### config.mk
export PLATFORM = sky130hd
export DESIGN_NAME = uart_tx_fifo
export DESIGN_NICKNAME = d
export VERILOG_FILES = /design/src/rtl/uart_tx_fifo.sv
export SDC_FILE = /design/constraint.sdc
export NUM_CORES = 1
export LEC_CHECK = 0
export ABC_AREA = 1
export BUFFER_PORTS_ARGS = -buffer_cell sky130_fd_sc_hd__buf_2
export CORE_AREA = 2 2 115 106
export CTS_CLUSTER_DIAMETER = 50
export CTS_CLUSTER_SIZE = 40
export DETAILED_ROUTE_END_ITERATION = 8
export DIE_AREA = 0 0 117 108
export PLACE_DENSITY = 0.73
export RECOVER_POWER = 25
export SETUP_SLACK_MARGIN = 0.15
export SYNTH_ARGS = -nofsm -noshare
export SYNTH_HDL_FRONTEND = slang
export SYNTH_SLANG_ARGS = --single-unit
### constraint.sdc
create_clock -name clk -period 2.87 [get_ports clk]
set_input_delay 0.574 -clock clk [delete_from_list [all_inputs] [get_ports clk]]
set_output_delay 0.574 -clock clk [all_outputs]
set_load 0.01 [all_outputs]
### src/rtl/uart_tx_fifo.sv
// Byte FIFO draining into a UART tx_start/tx_data/tx_busy handshake; tx_start rises two edges after a write into an empty, idle block.
// Writes while full are dropped and set the sticky overflow flag; tx_busy stalls the drain side.
module uart_tx_fifo #(
  parameter int DEPTH = 16
) (
  input  logic                   clk,
  input  logic                   rst_,
  input  logic                   wr_en,
  input  logic [7:0]             wr_data,
  output logic                   full,
  output logic                   empty,
  output logic [$clog2(DEPTH):0] count,
  output logic                   overflow,
  input  logic                   clr_overflow,
  input  logic                   tx_busy,
  output logic                   tx_start,
  output logic [7:0]             tx_data,
  output logic                   idle
);

  localparam int AW = $clog2(DEPTH);
  localparam int CW = AW + 1;

  typedef enum logic [1:0] {IDLE, START, WAIT_DONE} state_t;

  state_t        state;
  logic [7:0]    mem [DEPTH];
  logic [AW-1:0] wr_ptr;
  logic [AW-1:0] rd_ptr;
  logic          push;
  logic          pop;

  assign full  = (count == CW'(DEPTH));
  assign empty = (count == '0);
  assign idle  = empty && (state == IDLE);
  assign push  = wr_en && !full;
  assign pop   = (state == IDLE) && !empty && !tx_busy;

  always_ff @(posedge clk) begin
    if (push) mem[wr_ptr] <= wr_data;
  end

  // Pointers wrap naturally because DEPTH is a power of two.
  always_ff @(posedge clk or negedge rst_) begin
    if (!rst_) begin
      wr_ptr   <= '0;
      rd_ptr   <= '0;
      count    <= '0;
      overflow <= 1'b0;
    end else begin
      if (push) wr_ptr <= wr_ptr + 1'b1;
      if (pop)  rd_ptr <= rd_ptr + 1'b1;
      case ({push, pop})
        2'b10:   count <= count + 1'b1;
        2'b01:   count <= count - 1'b1;
        default: count <= count;
      endcase
      if (wr_en && full)     overflow <= 1'b1;
      else if (clr_overflow) overflow <= 1'b0;
    end
  end

  // tx_data is only loaded when a byte is popped, so it holds for the whole frame.
  always_ff @(posedge clk or negedge rst_) begin
    if (!rst_) begin
      state    <= IDLE;
      tx_start <= 1'b0;
      tx_data  <= 8'h00;
    end else begin
      case (state)
        IDLE: begin
          if (pop) begin
            state    <= START;
            tx_start <= 1'b1;
            tx_data  <= mem[rd_ptr];
          end
        end
        START: begin
          if (tx_busy) begin
            state    <= WAIT_DONE;
            tx_start <= 1'b0;
          end
        end
        WAIT_DONE: begin
          if (!tx_busy) state <= IDLE;
        end
        default: begin
          state    <= IDLE;
          tx_start <= 1'b0;
        end
      endcase
    end
  end

endmodule

* After elaboration in Yosys (flattened, before gate mapping)
Memory sizes are Yosys's and may differ from the RTL's. A register that Yosys moved wholly into a read port is not among the register bits.
Index checks and enable logic that the tools add are counted.
** Cells by class
- Reduce and logical (&&, ||, !) cells :: 16
- Equality and inequality tests :: 8
- Multiplexer cells :: 12
- Add/sub/neg operators :: 4
- Bitwise logic cells :: 1
** Operators by type and width (number)
- 5-bit one-hot mux with 2 select lines :: 1
- 4-bit by 1-bit adder with 4-bit output (second input constant) :: 2
- 1-bit two-way mux :: 6
- 2-bit two-way mux :: 3
- 2-bit inequality test (second input constant) :: 3
- 2-bit one-hot mux with 3 select lines :: 1
- 3-bit AND reduction :: 2
- 5-bit by 1-bit adder with 5-bit output (second input constant) :: 1
- 5-bit equality test (second input constant) :: 1
- 1-bit logical AND :: 5
- 5-bit logical NOT :: 1
- 5-bit by 1-bit subtractor with 5-bit output (second input constant) :: 1
- 2-bit by 1-bit equality test with 1-bit output (second input constant) :: 2
- 2-bit equality test (second input constant) :: 2
- 1-bit logical NOT :: 4
- 2-bit nonzero test :: 2
- 1-bit one-hot mux with 3 select lines :: 1
- 2-bit logical NOT :: 1
- 2-bit AND reduction :: 1
- 1-bit NOT :: 1
** Word-level totals
- RAM bits :: 128
- Memories :: 1
- Flip-flop bits (word level) :: 17
- Output and inout bits :: 18
** Memories
- mem :: words 16, width 8, read ports 1, clocked after Yosys merged registers in 1, write ports 1, line 27 : logic [7:0] mem [DEPTH];

* Longest topological paths before layout
Gate-level depths: netlist of run 1.
- Depth after elaboration :: 6
- Gate-level depth with buffers :: 18
- Gate-level depth less buffers :: 16

* Least setup slack after synthesis of run 1
No wires, ideal clock.
- Kind :: register to register
- From :: register count[3]
- To :: register count[4]
- Data arrival time :: 2067 ps
- Library setup time :: 117 ps
- Slack :: 686 ps
- Period minus slack after synthesis :: 2184 ps
- Required time :: 2753 ps
- Cell stages (with the launch flop) :: 16
- Buffers on the path :: 2
- Cell sequence :: dfrtp_1 -> nor2_2 -> nand3_2 -> nand2_2 -> inv_2 -> buf_2 -> ha_1 -> clkbuf_2 -> xor2_1 -> ha_1 -> inv_1 -> nand2_1 -> nand2_1 -> nand3_1 -> nand3_1 -> nand2_1
** On the way
- Longest elaborated chain between the ends :: 6
** RTL lines
- start: declaration :: line 12 : output logic [$clog2(DEPTH):0] count,
- start signal: assignment :: line 54 : 2'b10: count <= count + 1'b1;
- start signal: assignment :: line 55 : 2'b01: count <= count - 1'b1;
- start signal: assignment :: line 56 : default: count <= count;
- 5-bit logical NOT (*) :: line 34 : assign empty = (count == '0);
- 1-bit logical NOT (*) :: line 37 : assign pop = (state == IDLE) && !empty && !tx_busy;
- 1-bit logical AND (*) (2 in series) :: line 37
- named net pop :: line 31 : logic pop;
- 2-bit by 1-bit equality test with 1-bit output / 2-bit equality test (equally long branches) :: line 53 : case ({push, pop})
- 5-bit one-hot mux with 2 select lines / 2-bit nonzero test (equally long branches)
The timed path passes the listed nets; every way through them passes the cells marked *.
A chain may end at the register's enable or synchronous reset.

* Worst setup path in the final report of run 1
- From :: register count[3]
- To :: register count[4]
** On the way
- Longest elaborated chain between the ends :: 6
** RTL lines (line)
- 5-bit logical NOT :: 34
- 1-bit logical NOT :: 37
- 1-bit logical AND (2 in series) :: 37
- 2-bit by 1-bit equality test with 1-bit output / 2-bit equality test (equally long branches) :: 53
- 5-bit one-hot mux with 2 select lines / 2-bit nonzero test (equally long branches)
Parallel ways exist; a longest one is shown, timed or not.

==> results of run 1 <==
state kept, by name (all words and copies together) (netlist names):
signal    count
tx_data       8
wr_ptr        4
mem         128
tx_start      1
state         2
count         5
rd_ptr        4
overflow      1
area by class of cell:
| class | count | area, µm² |
|---|---|---|
| well taps | 156 | 195 |
| clock buffers | 21 | 460 |
| flip-flops and latches | 153 | 4470 |
| inverters | 22 | 82.6 |
| repair buffers | 47 | 284 |
| clock inverters | 11 | 151 |
| multi-input cells | 317 | 1600 |
| fillers | 849 | 4090 |
routing by layer:
layer,vias up,part of all wire (%)
li1,1927,-
met1,2009,45
met2,157,47
met3,12,7.1
met4,0,0.75
met5,-,0
cell families after synthesis:
family / synth area share, %
and+or+nand+nor: 12.0
xor gates and xnor gates: 1.52
DFF: 70.4
AOI/OAI and AO/OA: 10.3
buffers and inverters: 4.32
adders and majority gates: 1.38
through the flow:
step	power, µW	instances
3_5_place_dp	5490	695
6_report	7780	727
3_3_place_gp	5410	695
4_1_cts	7800	727
5_1_grt	8230	727
2_1_floorplan	4780	521
power groups by stage:
stage	clock network, µW	registers [µW]	logic (µW)
final	2300	2980	2500
after global routing	2420	3010	2800
after CTS	2330	2980	2500
after detailed placement	0	3020	2480
after global placement	0	3000	2410
after floorplan	0	3010	1780
placed cells by master (no fill, tap or decap), drive strengths merged:
cell,Yosys,routed
a31oi,8,8
edfxtp,128,128
o211ai,32,32
ha,7,7
clkbuf,10,26
a21oi,1,1
clkinv,2,9
xnor2,3,3
dfrtp,25,25
xor2,8,8
bufinv,0,4
nand2,31,31
o22a,1,1
nand4,3,3
o31ai,1,1
nand3,25,25
nor2,128,128
inv,20,20
buf,19,42
o21ai,69,69
worst max-delay path by stage:
stage               cells past startpoint  endpoint  slack (ps)  startpoint
floorplan                              15  count[4]         690    count[3]
global placement                       14  count[4]         730     tx_busy
finish                                 14  count[4]         670    count[3]
detailed placement                     14  count[4]         620     tx_busy
CTS                                    14  count[4]         700    count[3]
global route                           14  count[4]         430    count[3]
critical path: cells and delay by family (launching register included):
family	cells	cell delay (ps)
and+or+nand+nor	9	810
adders and majority gates	2	470
buffers and inverters	2	100
DFF	1	440
xor gates and xnor gates	1	280
==> impl_results.md, run 1 <==
* Post-route DRC at 0
* Yosys cell types at 28
* Max Clock Freq at 455 MHz
* Clk sinks at 153
* First-pass GRT wire length at 21.3 mm
* CP Cell Sequence: nor2_2, nand3_2, nand2_2, inv_2, ha_1, xor2_1, ha_1, inv_1, nand2_1, nand2_1, nand2_1, nand2_1, nand3_1, nand2_1
* Largest net degree at the start of global routing at 68
* Initial Util at 56.0%
* Max stage delay on crit path at 440 ps
* DRT Pass-1 Iters at 5
* Sw Ratio at 34.8%
* Area Overhead vs Synth at 14.2%
* WHS at 347 ps
* Worst-path fanout max at 5
* Skew final at 8.83 ps
* Initial antenna violation count at 0
* Avg Cell Area, Syn at 12.2 µm²
* WL/cell at 18.9 µm
* Final hold vios at 0
* Max-cap viol count at 0
* Hold path start: clr_overflow
* HP Class: in2reg
* Final Core Density at 63.9%
* Setup crit start kind: flop
* Iter 0 DRT Violations at 430
* Clock-pin slew on the worst setup and hold paths at 60 ps
* CORE AREA at 0.0113 mm²
* Synth area leader: edfxtp_1
* Site Rows at 37
* Clock Power Share at 29.6%
* Ys flop type: edfxtp_1
* R2r worst-path depth at 14
* Clock Tree Root: clkbuf_16
* Flops & latches, synth at 153
* Met2 Usage GRT at 34.2%
* Final worst slack at 674 ps
* Critical Path End Type: flop
* CTS buffer count at 17
* Share of cells above drive strength 1 at 13.8%
* Via count at 4105
* Ant diodes at 0
* Most frequent cell after synthesis: edfxtp_1
* Syn Nets at 541
* Reg2reg start: count[3]
* Setup WS pre-CTS at 621 ps
* Grt ovf at 0
* Die ar. at 0.0126 mm²
* IO buf count at 30
* Vert. Die Dim at 108 µm
* Gpl congestion at 0.849
* CTS tree: built
* Post-route setup TNS at 0 ps
* DP Area at 0.00664 mm²
* Cell count after synthesis at 521
* RSZ-0062 raised after global routing: false
* Synth warnings at 0
* R2R setup slack at 670 ps
* Cells on Worst Hold Path at 2
* Seq/Total Area, Yosys at 70.4%
* GR Util met3 at 6.56%
* Crit share post-route at 76.5%
* Net count, final at 578
* Netlist Area Pre-Place at 0.00635 mm²
* NetSw at 2710 µW
* Cell Int Power at 5070 µW
* H-tree levels at 4
* CP max stage cell: dfrtp_1
* Vias per inst at 5.65
* Hold-fix buffers, CTS at 0
* Final setup fails at 0
* Final wirelength at 13.7 mm
* PostCTS Resize Cnt at 0
* Critical path's most frequent cell: nand2_1
* Hpwl dp at 8.29 mm
* Post-synth EDFFs at 128
* Final Critical Period at 2200 ps
* WS Path Type: reg2reg
* Status: finished, final reports clean
* RR Endpoint: count[4]
* Top cells by area, synth: edfxtp_1 (61%), dfrtp_1 (9.9%), nor2_1 (7.4%)
* Leak at 0.00262 µW
* Grt peak-use layer: met1
* Share of the synthesized area in the top cell type at 60.6%
* Ports at 31
* Commonest cells post-synth: edfxtp_1 (128), nor2_1 (125), o21ai_0 (62)
* Final ANT Viol Nets at 0
* Worst vdd ir at 0.754 mV
* Via count of the first global-routing pass at 3812
* Latest clock arrival within the worst-skew pair at 420 ps
* Total track usage at 23.6%
* Pwr Density at 1070 mW/mm²
* Flop pwr share at 38.3%
* # Post-CTS Setup Buffers at 0
* Arrival @ worst endpoint at 2500 ps
* Slew at the pin with the worst max-slew slack at 1450 ps
* Clock tree buffer depth at 2
* Data required, critical path at 3180 ps
* Asr flop ratio synth at 16.3%
* Slew Viols, Final at 0
* Die Width at 117 µm
* Fin area at 0.00725 mm²
* Gate power share at 32.1%
* Rel. slew slack at 3.39%
* Routing usage on met1 at 35.2%
* Hold endpoint: overflow
(Power assumes the default switching activity.)
==> inputs of run 2 (changes only) <==
--- a/config.mk
+++ b/config.mk
@@ -5,14 +5,14 @@
 export SDC_FILE = /design/constraint.sdc
 export NUM_CORES = 1
 export LEC_CHECK = 0
-export ABC_AREA = 1
+export ABC_AREA = 0
 export BUFFER_PORTS_ARGS = -buffer_cell sky130_fd_sc_hd__buf_2
-export CORE_AREA = 2 2 115 106
+export CORE_AREA = 2 2 113 104
 export CTS_CLUSTER_DIAMETER = 50
 export CTS_CLUSTER_SIZE = 40
 export DETAILED_ROUTE_END_ITERATION = 8
-export DIE_AREA = 0 0 117 108
-export PLACE_DENSITY = 0.73
+export DIE_AREA = 0 0 115 106
+export PLACE_DENSITY = 0.74
 export RECOVER_POWER = 25
 export SETUP_SLACK_MARGIN = 0.15
 export SYNTH_ARGS = -nofsm -noshare
==> constraint.sdc (replaced) <==
create_clock -name clk -period 2.2 [get_ports clk]
set_input_delay 0.44 -clock clk [delete_from_list [all_inputs] [get_ports clk]]
set_output_delay 0.44 -clock clk [all_outputs]
set_load 0.01 [all_outputs]
==> run 2 against run 1 <==
Count of clock-buffer cells in the layout down 4. Sequential power up 30%. Largest cell class unchanged. Worst setup slack worse by 670 ps. Clock skew up 5.4 ps. Synthesized area down 2.9%. Sequential cell count unchanged. First-iteration DRC count down 50%. Largest power group unchanged. Global-route usage down 2.2 points. Critical endpoint unchanged. Die area down 3.5%. Critical path depth down 2. Synthesized cell count down 36%. Total power up 24%.
==> impl_results.md, run 2 <==
* Status: finished, final reports clean
* Max-cap viol count at 0
* Slew at the pin with the worst max-slew slack at 665 ps
* Clock tree buffer depth at 2
* Yosys cell types at 36
* Reg2reg start: count[3]
* H-tree levels at 4
* Post-synthesis adder-cell area fraction at 1.42%
* Hpwl dp at 7.34 mm
* Grt ovf at 0
* Share of cells above drive strength 1 at 37.1%
* CP startpoint: count[3]
* Largest reg by FF count: mem
* DRT Pass-1 Iters at 6
* Ports at 31
* Worst-path fanout max at 3
* Top cells by area, synth: edfxtp_1 (62%), mux4_2 (12%), dfrtp_1 (10%)
* Syn Nets at 352
* Slew Viols, Final at 0
* Cell count after synthesis at 332
* Max Clock Freq at 455 MHz
* CP max stage cell: dfrtp_2
* Final wirelength at 11.8 mm
* Final setup fails at 0
* WL/cell at 22.0 µm
* Fill count at 691
* Rel. slew slack at 55.7%
* Synth area leader: edfxtp_1
* Vias per inst at 6.03
* CTS buffer count at 17
* Gpl congestion at 0.817
* Seq/Total Area, Yosys at 72.5%
* Most frequent cells in the layout: edfxtp_1 (128), mux4_2 (32), buf_2 (23), nand2_1 (22), dfrtp_1 (22)
* Latest clock arrival within the worst-skew pair at 420 ps
* Post-route DRC at 0
* R2r worst-path depth at 12
* Final worst slack at 0.237 ps
* Data required, critical path at 2530 ps
* Commonest cells post-synth: edfxtp_1 (128), mux4_2 (32), dfrtp_1 (25), nand2_1 (25)
* HP Class: in2async
* WS Path Type: reg2reg
* Initial antenna violation count at 0
* Final hold vios at 0
* XOR/XNOR Fraction of Synth Area at 1.85%
* Ant diodes at 0
* Vert. Die Dim at 106 µm
* Inst Count DP at 498
* Synth Area in Simple Gates at 5.09%
* Flops & latches, synth at 153
* Fin area at 0.00736 mm²
* DP Area at 0.00660 mm²
* First-pass GRT wire length at 18.5 mm
* Most frequent cell after synthesis: edfxtp_1
* CORE AREA at 0.0111 mm²
* CP Cell Sequence: nor4_4, nand2b_1, nand2_2, inv_2, ha_4, xor2_1, ha_2, nand2_1, mux2i_1, nand2_1, a21oi_2, xor2_1
* Via count of the first global-routing pass at 3254
* Final Critical Period at 2200 ps
* Avg Cell Area, Syn at 18.6 µm²
* Max reg flops at 128
* Hold-fix buffers, CTS at 0
* Critical Path End Type: flop
* Leak at 0.00259 µW
* Net count, final at 406
* Final ANT Viol Nets at 0
* Die Width at 115 µm
* Ys flop type: edfxtp_1
* Crit share post-route at 100%
* Area Overhead vs Synth at 19.4%
* Initial Util at 55.5%
* RR Endpoint: count[4]
* Largest net degree at the start of global routing at 34
* Setup WS pre-CTS at -107 ps
* Netlist Area Pre-Place at 0.00616 mm²
* IO buf count at 30
* Site Rows at 37
* Die ar. at 0.0122 mm²
* Area fraction in compound gates after synthesis at 2.25%
* Skew final at 14.3 ps
* RSZ-0062 raised after global routing: true
* CTS tree: built
* Share of the synthesized area in the top cell type at 62.4%
* Clk sinks at 153
* Synth warnings at 0
* Largest regs: mem (128), tx_data (8), count (5)
* Total track usage at 21.4%
* Via count at 3224
* R2R setup slack at 0.2 ps
* Setup crit start kind: flop
* Clock Tree Root: clkbuf_16
* Asr flop ratio synth at 16.3%
* Max stage delay on crit path at 420 ps
* Iter 0 DRT Violations at 216
* Commonest non-fill, non-tap cell in the layout: edfxtp_1
* Post-route insts no fill at 535
* Pwr Density at 1310 mW/mm²
* Clock-pin slew on the worst setup and hold paths at 60 ps
* Post-synth EDFFs at 128
* Arrival @ worst endpoint at 2530 ps
* Mux contribution to synthesized area at 14.6%
* Main combinational cell family by area after synthesis: multiplexers
* Worst vdd ir at 0.924 mV
==> run 2: worst max-delay path by stage <==
stage	end	slack, ps	cells after the start
after global placement	mem[8][4]	-70	6
after detailed placement	mem[8][4]	-110	6
after floorplan	count[4]	-170	14
after CTS	count[4]	-20	12
final	count[4]	0.2	12
after global routing	count[4]	-120	12
==> run 2: logic make-up (layout without fill, tap and decap cells) <==
logic type	Yosys count	in the layout
simple gates	65	65
flops	153	153
xor+xnor	13	13
fa+ha+maj	7	7
buf+inv	26	93
mux	50	50
compound gates	18	18
==> run 2: stage by stage <==
step	hold WS [ps]	setup TNS, ps	utilization [%]	total power (µW)
after floorplan	144	-368	-	5810
after CTS	34.6	-21.0	65.8	9650
after detailed placement	478	-3440	59.4	6680
after global routing	59.5	-361	66.3	10100
after global placement	467	-1700	59.4	6600
final	29.0	0	66.3	9650
==> run 2: final cells by class <==
class,instances,area [µm²],area share (%)
sequential,153,4470,60.7
multi-input combinational,153,1720,23.4
clock buffer,17,425,5.78
timing repair buffer,53,384,5.22
tap,136,170,2.31
clock inverter,15,159,2.16
inverter,8,30.0,0.408
==> run 2: routing by layer <==
layer  vias to the layer above  wire, µm  track usage [%]
li1                       1423         -                -
met1                      1654      4870             29.3
met2                       128      5950             33.4
met3                        19       773             6.78
met4                         0       168             6.11
met5                         -         0                0
==> run 2: timing repair <==
action	CTS	global route
endpoints found under the hold margin	0	0
setup endpoints to repair	134	25
buffers inserted	3	2
pin swaps	9	9
gates resized for setup	23	8
==> run 2: where the power goes <==
part	switching, µW	leakage [µW]	internal [µW]	total [µW]
Clock	1220	0.000287	1600	2820
Sequential	266	0.00146	3610	3880
Combinational	1580	0.000839	1380	2960
==> run 2: worst max-delay path: cells and delay by family (launching register included) <==
family	cells	cell delay, ps
buffers and inverters	1	50
XOR/XNOR	2	310
adder cells (fa/ha/maj)	2	370
AND/OR/NAND/NOR	5	730
flip-flops	1	420
multiplexers	1	110
AO/OA/AOI/OAI	1	130
==> inputs of run 3 (changes only) <==
--- a/config.mk
+++ b/config.mk
@@ -7,12 +7,14 @@
 export LEC_CHECK = 0
 export ABC_AREA = 0
 export BUFFER_PORTS_ARGS = -buffer_cell sky130_fd_sc_hd__buf_2
-export CORE_AREA = 2 2 113 104
+export CELL_PAD_IN_SITES_DETAIL_PLACEMENT = 1
+export CELL_PAD_IN_SITES_GLOBAL_PLACEMENT = 1
+export CORE_AREA = 2 2 117 108
 export CTS_CLUSTER_DIAMETER = 50
 export CTS_CLUSTER_SIZE = 40
 export DETAILED_ROUTE_END_ITERATION = 8
-export DIE_AREA = 0 0 115 106
-export PLACE_DENSITY = 0.74
+export DIE_AREA = 0 0 119 110
+export PLACE_DENSITY_LB_ADDON = 0.1
 export RECOVER_POWER = 25
 export SETUP_SLACK_MARGIN = 0.15
 export SYNTH_ARGS = -nofsm -noshare
==> run 3 against run 2 <==
Via count shrank 0.93%. Clock power increased by 5%. Cell area is 1.7% higher. Clock skew down 1.4 ps. Combinational power increased by 1%. Worst setup slack better by 35 ps. Sequential cell count did not move.
==> impl_results.md, run 3 (synthesized netlist as in run 2, its figures left out) <==
* Share of cells above drive strength 1 at 37.3%
* Data required, critical path at 2530 ps
* Clock tree buffer depth at 2
* Slew at the pin with the worst max-slew slack at 681 ps
* Post-route DRC at 0
* Max Clock Freq at 462 MHz
* Final worst slack at 35.4 ps
* Net count, final at 409
* WS Path Type: reg2reg
* Final ANT Viol Nets at 0
* Final Critical Period at 2160 ps
* Largest regs: mem (128), tx_data (8), count (5)
* Skew final at 12.8 ps
* Initial antenna violation count at 0
* Iter 0 DRT Violations at 262
* Ant diodes at 0
* Final hold vios at 0
* Max-cap viol count at 0
* Reg2reg start: count[1]
* WHS at 50.0 ps
* Final setup fails at 0
* Area Overhead vs Synth at 21.5%
* Worst vdd ir at 1.08 mV
* Largest net degree at the start of global routing at 34
* Clock-pin slew on the worst setup and hold paths at 60 ps
* Slew Viols, Final at 0
* RR Endpoint: count[4]
* CORE AREA at 0.0118 mm²
* Total track usage at 22.1%
* Clk sinks at 153
* Leak at 0.00262 µW
* R2R setup slack at 40 ps
* DRT Pass-1 Iters at 4
* H-tree levels at 4
* Via count at 3194
* Gpl congestion at 0.791
* Vias per inst at 5.68
* CP Cell Sequence: nor4_4, and2_4, nor2b_4, inv_2, ha_4, xor2_2, ha_4, nand2_1, mux2i_1, nand2_1, a21oi_2, xor2_1
* DP Area at 0.00666 mm²
* Rel. slew slack at 54.6%
* RSZ-0062 raised after global routing: true
* Grt ovf at 0
* CTS buffer count at 17
* Max stage delay on crit path at 410 ps
* Setup WS pre-CTS at -138 ps
* Most frequent cells in the layout: edfxtp_1 (128), mux4_2 (32), buf_2 (23), nand2_1 (22), dfrtp_1 (22)
* Worst-path fanout max at 3
* Pwr Density at 1330 mW/mm²
* Status: finished, final reports clean
* Initial Util at 52.1%
* Commonest non-fill, non-tap cell in the layout: edfxtp_1
* Crit share post-route at 98.4%
* First-pass GRT wire length at 20.4 mm
* R2r worst-path depth at 12
* Ports at 31
* Via count of the first global-routing pass at 3457
* Final Core Density at 63.2%
* Latest clock arrival within the worst-skew pair at 420 ps
* Max reg flops at 128
* WL/cell at 23.8 µm
* Die Width at 119 µm
* Setup crit start kind: flop
* HP Class: in2async
* Critical Path End Type: flop
* CP max stage cell: dfrtp_1
* Clock Tree Root: clkbuf_16
* Final wirelength at 13.4 mm
* Arrival @ worst endpoint at 2500 ps
* Site Rows at 38
* CP startpoint: count[1]
* Largest reg by FF count: mem
* IO buf count at 30
* Fin area at 0.00749 mm²
* Vert. Die Dim at 110 µm
* Hpwl dp at 8.61 mm
* Die ar. at 0.0131 mm²
* CTS tree: built
run 3: cell count changes in the layout (fill, tap and decap cells not counted), moves of 2 or more:
cell,before,now
buf_6,1,5
nand2_4,0,3
buf_12,5,3
nand2_2,4,1
clkbuf_8,0,2
clkinv_4,3,1
nor2_2,6,1
inv_6,4,2
clkbuf_1,6,9
nor2_4,6,11
bufinv_16,1,3
inv_8,3,0
run 3: per-stage QoR:
stage / total power [µW] / std cells / TNS (ps)
2_1_floorplan: 5810 / 332 / -368
3_3_place_gp: 6690 / 527 / -6.55
6_report: 9940 / 562 / 0
4_1_cts: 9860 / 559 / -26.6
5_1_grt: 10400 / 562 / -472
3_5_place_dp: 6750 / 527 / -2840
run 3: timing repair:
action | in CTS | in global routing
pin swaps | 7 | 12
hold buffers | 0 | 0
resized for setup | 20 | 26
cloned | 0 | 0
setup buffers | 0 | 3
endpoints found under the setup margin | 126 | 36
run 3: worst max-delay path by stage:
stage	cells after the start	end	slack, ps
finish	12	count[4]	40
CTS	12	count[4]	-20
floorplan	14	count[4]	-170
detailed placement	6	mem[10][1]	-140
global route	12	count[4]	-150
global placement	10	count[3]	-7
run 3: cell type report:
cell class	count	area, µm²
flip-flops and latches	153	4480
repair buffers	56	397
inverters	8	30.0
clock buffers	22	464
clock inverters	10	141
fillers	1017	4350
multi-input cells	153	1780
well taps	160	200
run 3: worst max-delay path: cells and delay by family (launching register included):
kind	cells	cell delay, ps
buf+inv	1	60
fa+ha+maj	2	310
xor+xnor	2	350
compound gates	1	130
mux	1	120
simple gates	5	710
flops	1	410
run 3: layer usage:
layer / vias up / global-route usage, % / wire [µm]
met3: 25 / 5.40 / 614
met4: 0 / 7.65 / 315
met2: 94 / 38.1 / 6990
met1: 1654 / 27.9 / 5470
li1: 1421 / - / -
met5: - / 0 / 0
run 3: where the power goes:
group          internal (µW)  total [µW]  switching, µW
Sequential              3620        3970            351
Clock                   1850        2970           1120
Combinational           1400        3000           1610
Total                   6860        9940           3080
